File: config.mk
export PLATFORM = sky130hd
export DESIGN_NAME = mem_wb_stage
export DESIGN_NICKNAME = d
export VERILOG_FILES = /design/src/rtl/mem_wb_stage.sv
export SDC_FILE = /design/constraint.sdc
export NUM_CORES = 1
export LEC_CHECK = 0
export ABC_AREA = 0
export CORE_UTILIZATION = 45
export DETAILED_ROUTE_END_ITERATION = 16
export MAX_ROUTING_LAYER = met4
export PLACE_DENSITY = 0.79
export RECOVER_POWER = 25
export SYNTH_ARGS = -nofsm -noshare
export SYNTH_HDL_FRONTEND = slang
export SYNTH_SLANG_ARGS = --single-unit
File: constraint.sdc
create_clock -name clk -period 2.8 [get_ports clk]
set_input_delay 0.28 -clock clk [delete_from_list [all_inputs] [get_ports clk]]
set_output_delay 0.28 -clock clk [all_outputs]
set_load 0.02 [all_outputs]
File: src/rtl/mem_wb_stage.sv
// MEM/WB pipeline register for the 64-bit LEGv8 pipeline: captures memory-stage
// results, selects writeback data, drives the register-file write port and WB forwarding.
module mem_wb_stage (
  input  logic        clk,
  input  logic        reset,
  input  logic        stall,
  input  logic        flush,
  input  logic        valid_mem,
  input  logic        RegWrite_mem,
  input  logic        MemtoReg_in,
  input  logic [4:0]  Rd_mem,
  input  logic [63:0] dm_address,
  input  logic [63:0] dm_read_data,
  input  logic [4:0]  ex_Rn,
  input  logic [4:0]  ex_Rm,
  output logic        valid_wb,
  output logic        RegWrite_wb,
  output logic [4:0]  Rd_wb,
  output logic [63:0] wb_data,
  output logic        fwd_Rn_wb,
  output logic        fwd_Rm_wb,
  output logic [63:0] instret
);

  localparam logic [4:0] XZR = 5'd31;

  logic        v_r;
  logic        rw_r;
  logic        m2r_r;
  logic [4:0]  rd_r;
  logic [63:0] addr_r;
  logic [63:0] rdata_r;
  logic [63:0] instret_r;

  logic        regwrite_s;
  logic [63:0] wb_data_s;
  logic        fwd_rn_s;
  logic        fwd_rm_s;

  // Pipeline register update: reset > flush > stall > load.
  always_ff @(posedge clk) begin
    if (reset) begin
      v_r       <= 1'b0;
      rw_r      <= 1'b0;
      m2r_r     <= 1'b0;
      rd_r      <= XZR;
      addr_r    <= 64'd0;
      rdata_r   <= 64'd0;
      instret_r <= 64'd0;
    end else if (flush) begin
      // Bubble targets XZR so stale fields can never write or forward.
      v_r       <= 1'b0;
      rw_r      <= 1'b0;
      m2r_r     <= 1'b0;
      rd_r      <= XZR;
      addr_r    <= 64'd0;
      rdata_r   <= 64'd0;
      instret_r <= instret_r;
    end else if (stall) begin
      v_r       <= v_r;
      rw_r      <= rw_r;
      m2r_r     <= m2r_r;
      rd_r      <= rd_r;
      addr_r    <= addr_r;
      rdata_r   <= rdata_r;
      instret_r <= instret_r;
    end else begin
      v_r       <= valid_mem;
      rw_r      <= RegWrite_mem;
      m2r_r     <= MemtoReg_in;
      rd_r      <= Rd_mem;
      addr_r    <= dm_address;
      rdata_r   <= dm_read_data;
      instret_r <= instret_r + {63'd0, valid_mem};
    end
  end

  // Writeback select, XZR-suppressed write enable and forwarding match.
  always_comb begin
    wb_data_s  = 64'd0;
    regwrite_s = 1'b0;
    fwd_rn_s   = 1'b0;
    fwd_rm_s   = 1'b0;
    if (m2r_r) begin
      wb_data_s = rdata_r;
    end else begin
      wb_data_s = addr_r;
    end
    regwrite_s = v_r & rw_r & (rd_r != XZR);
    fwd_rn_s   = regwrite_s & (rd_r == ex_Rn);
    fwd_rm_s   = regwrite_s & (rd_r == ex_Rm);
  end

  assign valid_wb    = v_r;
  assign Rd_wb       = rd_r;
  assign wb_data     = wb_data_s;
  assign RegWrite_wb = regwrite_s;
  assign fwd_Rn_wb   = fwd_rn_s;
  assign fwd_Rm_wb   = fwd_rm_s;
  assign instret     = instret_r;

endmodule

==> flow_summary.json <==
{
  "rows": 50,
  "first_pass_iters": 5,
  "synth_top_cell_by_area": "dfxtp_1",
  "reg2reg_depth": 5,
  "fin_nets": 1330,
  "slowest_stage": "clkdlybuf4s50_1",
  "postCtsResizedCells": 0,
  "setup_viol": 0,
  "fmax_mhz": 420.0,
  "post-route-util_pct": 66.11,
  "gp_congestion": 0.9199,
  "status": "finished with violations",
  "ant_nets": 0,
  "die_h_um": 141.1,
  "antenna_found_initial": 0,
  "synth_area_leaders": "dfxtp_1 46%, mux2i_1 16%, mux2_2 8.3%, nor2_1 7.4%, xor2_1 2.6%",
  "via_count": 7508,
  "synth_top_area_share_pct": 46.02,
  "portBuffers": 286,
  "drc": 0,
  "dp_hpwl_mm": 16.61,
  "ctsHtreeMaxLevel": 4,
  "holdPathEnd": "valid_wb",
  "final_layout_size_suffix_gt1_share_pct": 10.50,
  "netlist_area_sq_um": 8701,
  "hp-class": "in2reg",
  "fin_hold_ws_ns": 0.1130,
  "rsz0062_at_grt": "no",
  "tightest_slew_ns": 2.423,
  "routed_wl_mm": 23.06,
  "setup-tns-final_ns": 0,
  "wl_met1_mm": 9.408,
  "ctsHoldBuffers": 0,
  "critical_path_class": "reg2out",
  "cts_buffers": 17,
  "highest_layer": "met4",
  "syn_avg_cell_area_sq_um": 9.625,
  "path_max_fanout": 24,
  "layout_worst_path_cycle_share_pct": 85.03,
  "violations": "max-capacitance violations, max-slew violations",
  "fin_worst_skew_ns": 0.01327,
  "slew_violations": 136,
  "min_from": "stall",
  "reg2reg_slack_ns": 0.47,
  "start_util_pct": 46.21,
  "p_per_area_nw_per_um2": 484.4,
  "vias_per_cell": 5.174,
  "vdd_drop_max_v": 0.0004331,
  "post-cts-setup-buffers": 0,
  "synthCells": 904,
  "clk_pin_slew_ns": 0.07,
  "core_sq_um": 18830,
  "diodes": 0,
  "syn-num-nets": 1056,
  "r2r_start": "instret[23]",
  "path_cells": "buf_4 -> mux2_2 -> clkdlybuf4s50_1",
  "power_mw": 6.031,
  "arrival_ns": 2.10,
  "grt_usage_pct": 24.46,
  "holdPathStages": 3,
  "clock_latency_ns": 0.43,
  "critical_path_buf_inv_count": 2,
  "synth.distinct_cells": 38,
  "synth.yosys.seq_area_share_pct": 46.02,
  "place_ws_ns": 0.1329,
  "setup_ws_ns": 0.4192,
  "ioPinCount": 287,
  "cts_tree": "built",
  "cp-end-kind": "output pin",
  "numClockSinks": 200,
  "routed-wl-met3_mm": 2.055,
  "grt_max_degree": 136,
  "ys_ff_latch": 200,
  "overflow": 0,
  "p_leak_nw": 4.822,
  "routedWlPerCell_um": 15.89,
  "cts_buffer_depth": 2,
  "rr_endpoint": "instret[54]",
  "syn_to_final_growth_pct": 43.08,
  "initialDrtViolationCount": 410,
  "grt_pass1_wl_mm": 37.22,
  "worstSetupStartpointType": "flip-flop",
  "relSlewSlack_pct": -61.53,
  "yosysWarningCount": 0,
  "die_area_sq_um": 19900,
  "period_minus_slack_ns": 2.381,
  "max_stage_delay_ns": 0.58,
  "cp.required_ns": 2.52,
  "max-cap-violations": 1,
  "hold_viol_final": 0,
  "cts_root_buf": "clkbuf_16",
  "crit_family": "buffers and inverters",
  "die_w_um": 141.1,
  "grt_pass1_vias": 7332,
  "wl_met2_mm": 11.08
}
==> worst max path at each step <==
stage                     start           to  slack (ns)  cells after the start
finish                    m2r_r  wb_data[56]        0.42                      3
global route           Rd_wb[2]    fwd_Rn_wb        0.25                      4
CTS                    Rd_wb[4]    fwd_Rn_wb        0.39                      4
detailed placement    valid_mem  instret[46]        0.13                      8
global placement      valid_mem  instret[36]        0.17                      8
floorplan           instret[17]  instret[54]        0.53                      5
==> metrics by stage <==
step / instance area [sq um] / cells
6_report: 12450 / 1451
5_1_grt: 12450 / 1451
4_1_cts: 12470 / 1451
3_5_place_dp: 11880 / 1419
3_3_place_gp: 11880 / 1419
2_1_floorplan: 8701 / 904
==> flip-flops by register name, summed over array words and instances, names as in the netlist <==
register / count
m2r_r: 1
valid_wb: 1
instret: 64
rdata_r: 64
rw_r: 1
Rd_wb: 5
addr_r: 64
==> layer usage <==
| metal | vias up | track usage [%] |
|---|---|---|
| met2 | 271 | 39.80 |
| met1 | 3495 | 27.77 |
| met5 | - | - |
| met3 | 28 | 8.798 |
| li1 | 3714 | - |
| met4 | 0 | 8.410 |
==> Yosys cell counts <==
master     count
nor3_2         1
or2_2          3
and4_1         6
nand4bb_1      1
nand4_2        2
o211ai_1       1
nor4_1         7
or3b_1         1
ha_1           2
or3b_4         1
or4_4          1
mux2i_1      136
nor4_2         1
clkbuf_1      39
and4bb_1       1
nand4_1       24
nor3_1         7
nor2_1       172
dfxtp_1      200
and3_1         8
xor2_1        26
buf_2          3
inv_1          9
nand2_1       37
nand3_1       28
xnor2_1       14
buf_1          6
nand4b_1       1
nand3b_1       2
nor4_4         2
or4_1          9
or3_1         18
o31ai_1       11
and2_1         2
a21oi_1       34
or4b_1         1
o21ai_0       23
mux2_2        64
==> tightest hold or removal path, delay by kind of cell <==
family,cells,cell delay (ns)
buffers and inverters,1,0.09
muxes,1,0.07
and+or+nand+nor,1,0.07
==> where the power goes <==
group / leakage (nW) / internal [mW] / switching (mW)
registers: 1.62 / 2.91 / 0.0346
logic: 2.91 / 0.407 / 0.267
clock network: 0.284 / 1.31 / 1.10
==> final cells by class <==
type	count	area, sq um
flip-flops and latches	200	4005
clock inverters	12	118.9
repair buffers	303	3020
clock buffers	20	466.7
fillers	1523	6381
inverters	9	33.78
multi-input cells	647	4479
well taps	260	325.3
==> cells by family (layout without fill, tap and decap cells) <==
group / count (synthesis) / count (layout) / synth area share, %
buffers and inverters: 57 / 344 / 2.502
XOR/XNOR: 40 / 40 / 4.027
multiplexers: 200 / 200 / 23.93
adder cells (fa/ha/maj): 2 / 2 / 0.2876
flip-flops: 200 / 200 / 46.02
AO/OA/AOI/OAI: 69 / 69 / 4.314
AND/OR/NAND/NOR: 336 / 336 / 18.92
==> cell usage in the layout, fill, tap and decap left out, types with 8 or more instances in the layout <==
cell type | netlist | routed
clkdlybuf4s50_1 | 0 | 284
dfxtp_1 | 200 | 199
nor2_1 | 172 | 172
mux2i_1 | 136 | 136
mux2_2 | 64 | 64
nand2_1 | 37 | 37
a21oi_1 | 34 | 34
nand3_1 | 28 | 28
xor2_1 | 26 | 26
nand4_1 | 24 | 24
o21ai_0 | 23 | 23
or3_1 | 18 | 18
clkbuf_16 | 0 | 17
xnor2_1 | 14 | 14
buf_4 | 0 | 12
o31ai_1 | 11 | 11
inv_1 | 9 | 9
or4_1 | 9 | 9
and3_1 | 8 | 8
Power figures use the tool's default switching activity.
==> patch: new RTL, same flow settings <==
Reset style: asynchronous (`reset`), changed in one clocked block.
--- a/src/rtl/mem_wb_stage.sv
+++ b/src/rtl/mem_wb_stage.sv
@@ -38,7 +38,7 @@
   logic        fwd_rm_s;
 
   // Pipeline register update: reset > flush > stall > load.
-  always_ff @(posedge clk) begin
+  always_ff @(posedge clk or posedge reset) begin
     if (reset) begin
       v_r       <= 1'b0;
       rw_r      <= 1'b0;
Function: differs if reset is asserted again (counterexample within 4 cycles, from zero or initial values and one cycle with reset high); with reset held inactive, the same outputs for 4 cycles.
==> patch against the original RTL <==
- area after synthesis up 7.0%
- sequential cell count unchanged
- worst setup slack got worse by 0.27 ns
- total power is 11% higher
- routed wire length rose by 4.0%
- core utilization is 1.5 points lower
- critical path depth stayed put
- final area grew 5.1%
- count of clock-buffer cells in the layout is the same
- die area rose by 6.9%
- highest routed layer unchanged
==> patch: results <==
group,metric,value,unit
status,status,"finished clean",
logic_synthesis,synthArstFlopShare,100,%
place,dp_hpwl,17.3,mm
place,post-place-ws,0.155,ns
routing,drtIter0Drc,365,
routing,dr.pass1.iters,4,
place,dpl_cell_area,12600,um2
grt,grt_pass1_vias,7409,
sta,clock_skew,0.0139,ns
routing,wl,24.0,mm
logic_synthesis,synth-seq-area-share,53.8,%
cts,clk_pin_slew,0.07,ns
logic_synthesis,ys_types,34,
finish,drive_gt1_share,11.9,%
worst_setup_path,crit_arrival,2.37,ns
logic_synthesis,synth_mux_area_share,22.1,%
grt,grt_pass1_wl,38.8,mm
sta,max_slew_margin,23.4,%
worst_setup_path,max_stage_delay,0.75,ns
place,dpl.cell_count,1331,
sta,hold-worst-slack,0.245,ns
power_and_ir_drop,leakagePower,6.01,nW
worst_setup_path,rr_startpoint,"instret[0]$_DFFE_PP0P_",
grt,grtUsageTotal,24.0,%
place,gp_congestion,0.836,
grt,grt_max_degree,118,
logic_synthesis,netlist_top_cells_count,"dfrtp_1 (195), nor2_1 (146), mux2i_1 (131), mux2_2 (66), xnor2_1 (48)",
cts,postCtsResizedCells,0,
logic_synthesis,avgSynthCellArea,11.6,um2
logic_synthesis,synth_fp_nets,953,
worst_hold_path,holdPathEnd,"addr_r[4]$_DFFE_PP0P_",
routing,wl_per_cell,17.6,um
cts,htree_levels,4,
worst_hold_path,hold_depth,2,
worst_setup_path,r2r-end,"instret[62]$_DFFE_PP0P_",
power_and_ir_drop,peakVddDrop,0.411,mV
grt,antenna_found_initial,0,
worst_hold_path,hp-start,"flush",
worst_setup_path,worstRegToRegCells,7,
finish,fillers,1565,
finish,finish.utilization,64.6,%
worst_setup_path,cp_slowest_cell,"dfrtp_2",
logic_synthesis,synth-adder-area-share,0.269,%
worst_setup_path,crit_fanout,20,
logic_synthesis,synth.area.top_cells,"dfrtp_1 (52%), mux2i_1 (14%), mux2_2 (8.0%)",
logic_synthesis,synth_compound_area_share,0.551,%
finish,nNetsFinal,1232,
routing,vias,7144,
logic_synthesis,synthXorXnorAreaFrac,6.78,%
==> patch: worst reg2reg max path: stages, from the launching register on <==
cell	delay (ns)
dfrtp_1	0.37
ha_1	0.20
ha_1	0.18
and4bb_1	0.31
nor3b_4	0.28
nand3_2	0.29
nor4_1	0.43
xor2_1	0.17
==> patch: final cells by class <==
type	instances	area share, %
Clock inverter	12	0.918
Tap cell	270	2.58
Sequential cell	200	38.3
Multi-Input combinational cell	551	31.3
Inverter	7	0.210
Timing Repair Buffer	303	23.2
Clock buffer	20	3.41
==> patch: routing by layer <==
layer  wire (um)  track usage [%]
met5           0                -
met4         550             7.89
met3        1680             6.21
met2       11500             38.4
met1       10200             29.6
==> patch: cells by family (layout without fill, tap and decap cells) <==
logic type,after synthesis,after routing
xor gates and xnor gates,72,72
muxes,197,197
AOI/OAI and AO/OA,6,6
adders and majority gates,2,2
and+or+nand+nor,274,274
DFF,200,200
buffers and inverters,50,342
==> patch: worst max-delay path by stage <==
stage | endpoint | cells past startpoint | startpoint | slack [ns]
finish | wb_data[31] | 3 | m2r_r$_DFFE_PP0P_ | 0.15
global placement | instret[46]$_DFFE_PP0P_ | 8 | valid_mem | 0.22
global route | wb_data[23] | 3 | m2r_r$_DFFE_PP0P_ | 0.05
detailed placement | instret[62]$_DFFE_PP0P_ | 8 | valid_mem | 0.16
CTS | wb_data[31] | 3 | m2r_r$_DFFE_PP0P_ | 0.11
floorplan | addr_r[0]$_DFFE_PP0P_ | 1 | reset | -0.06
==> patch: report_power, final <==
group | total, mW | internal [mW] | switching [mW] | leakage, nW
Combinational | 1.10 | 0.599 | 0.502 | 3.08
Clock | 2.41 | 1.27 | 1.14 | 0.271
Sequential | 3.16 | 3.04 | 0.125 | 2.67
Total | 6.67 | 4.91 | 1.77 | 6.01
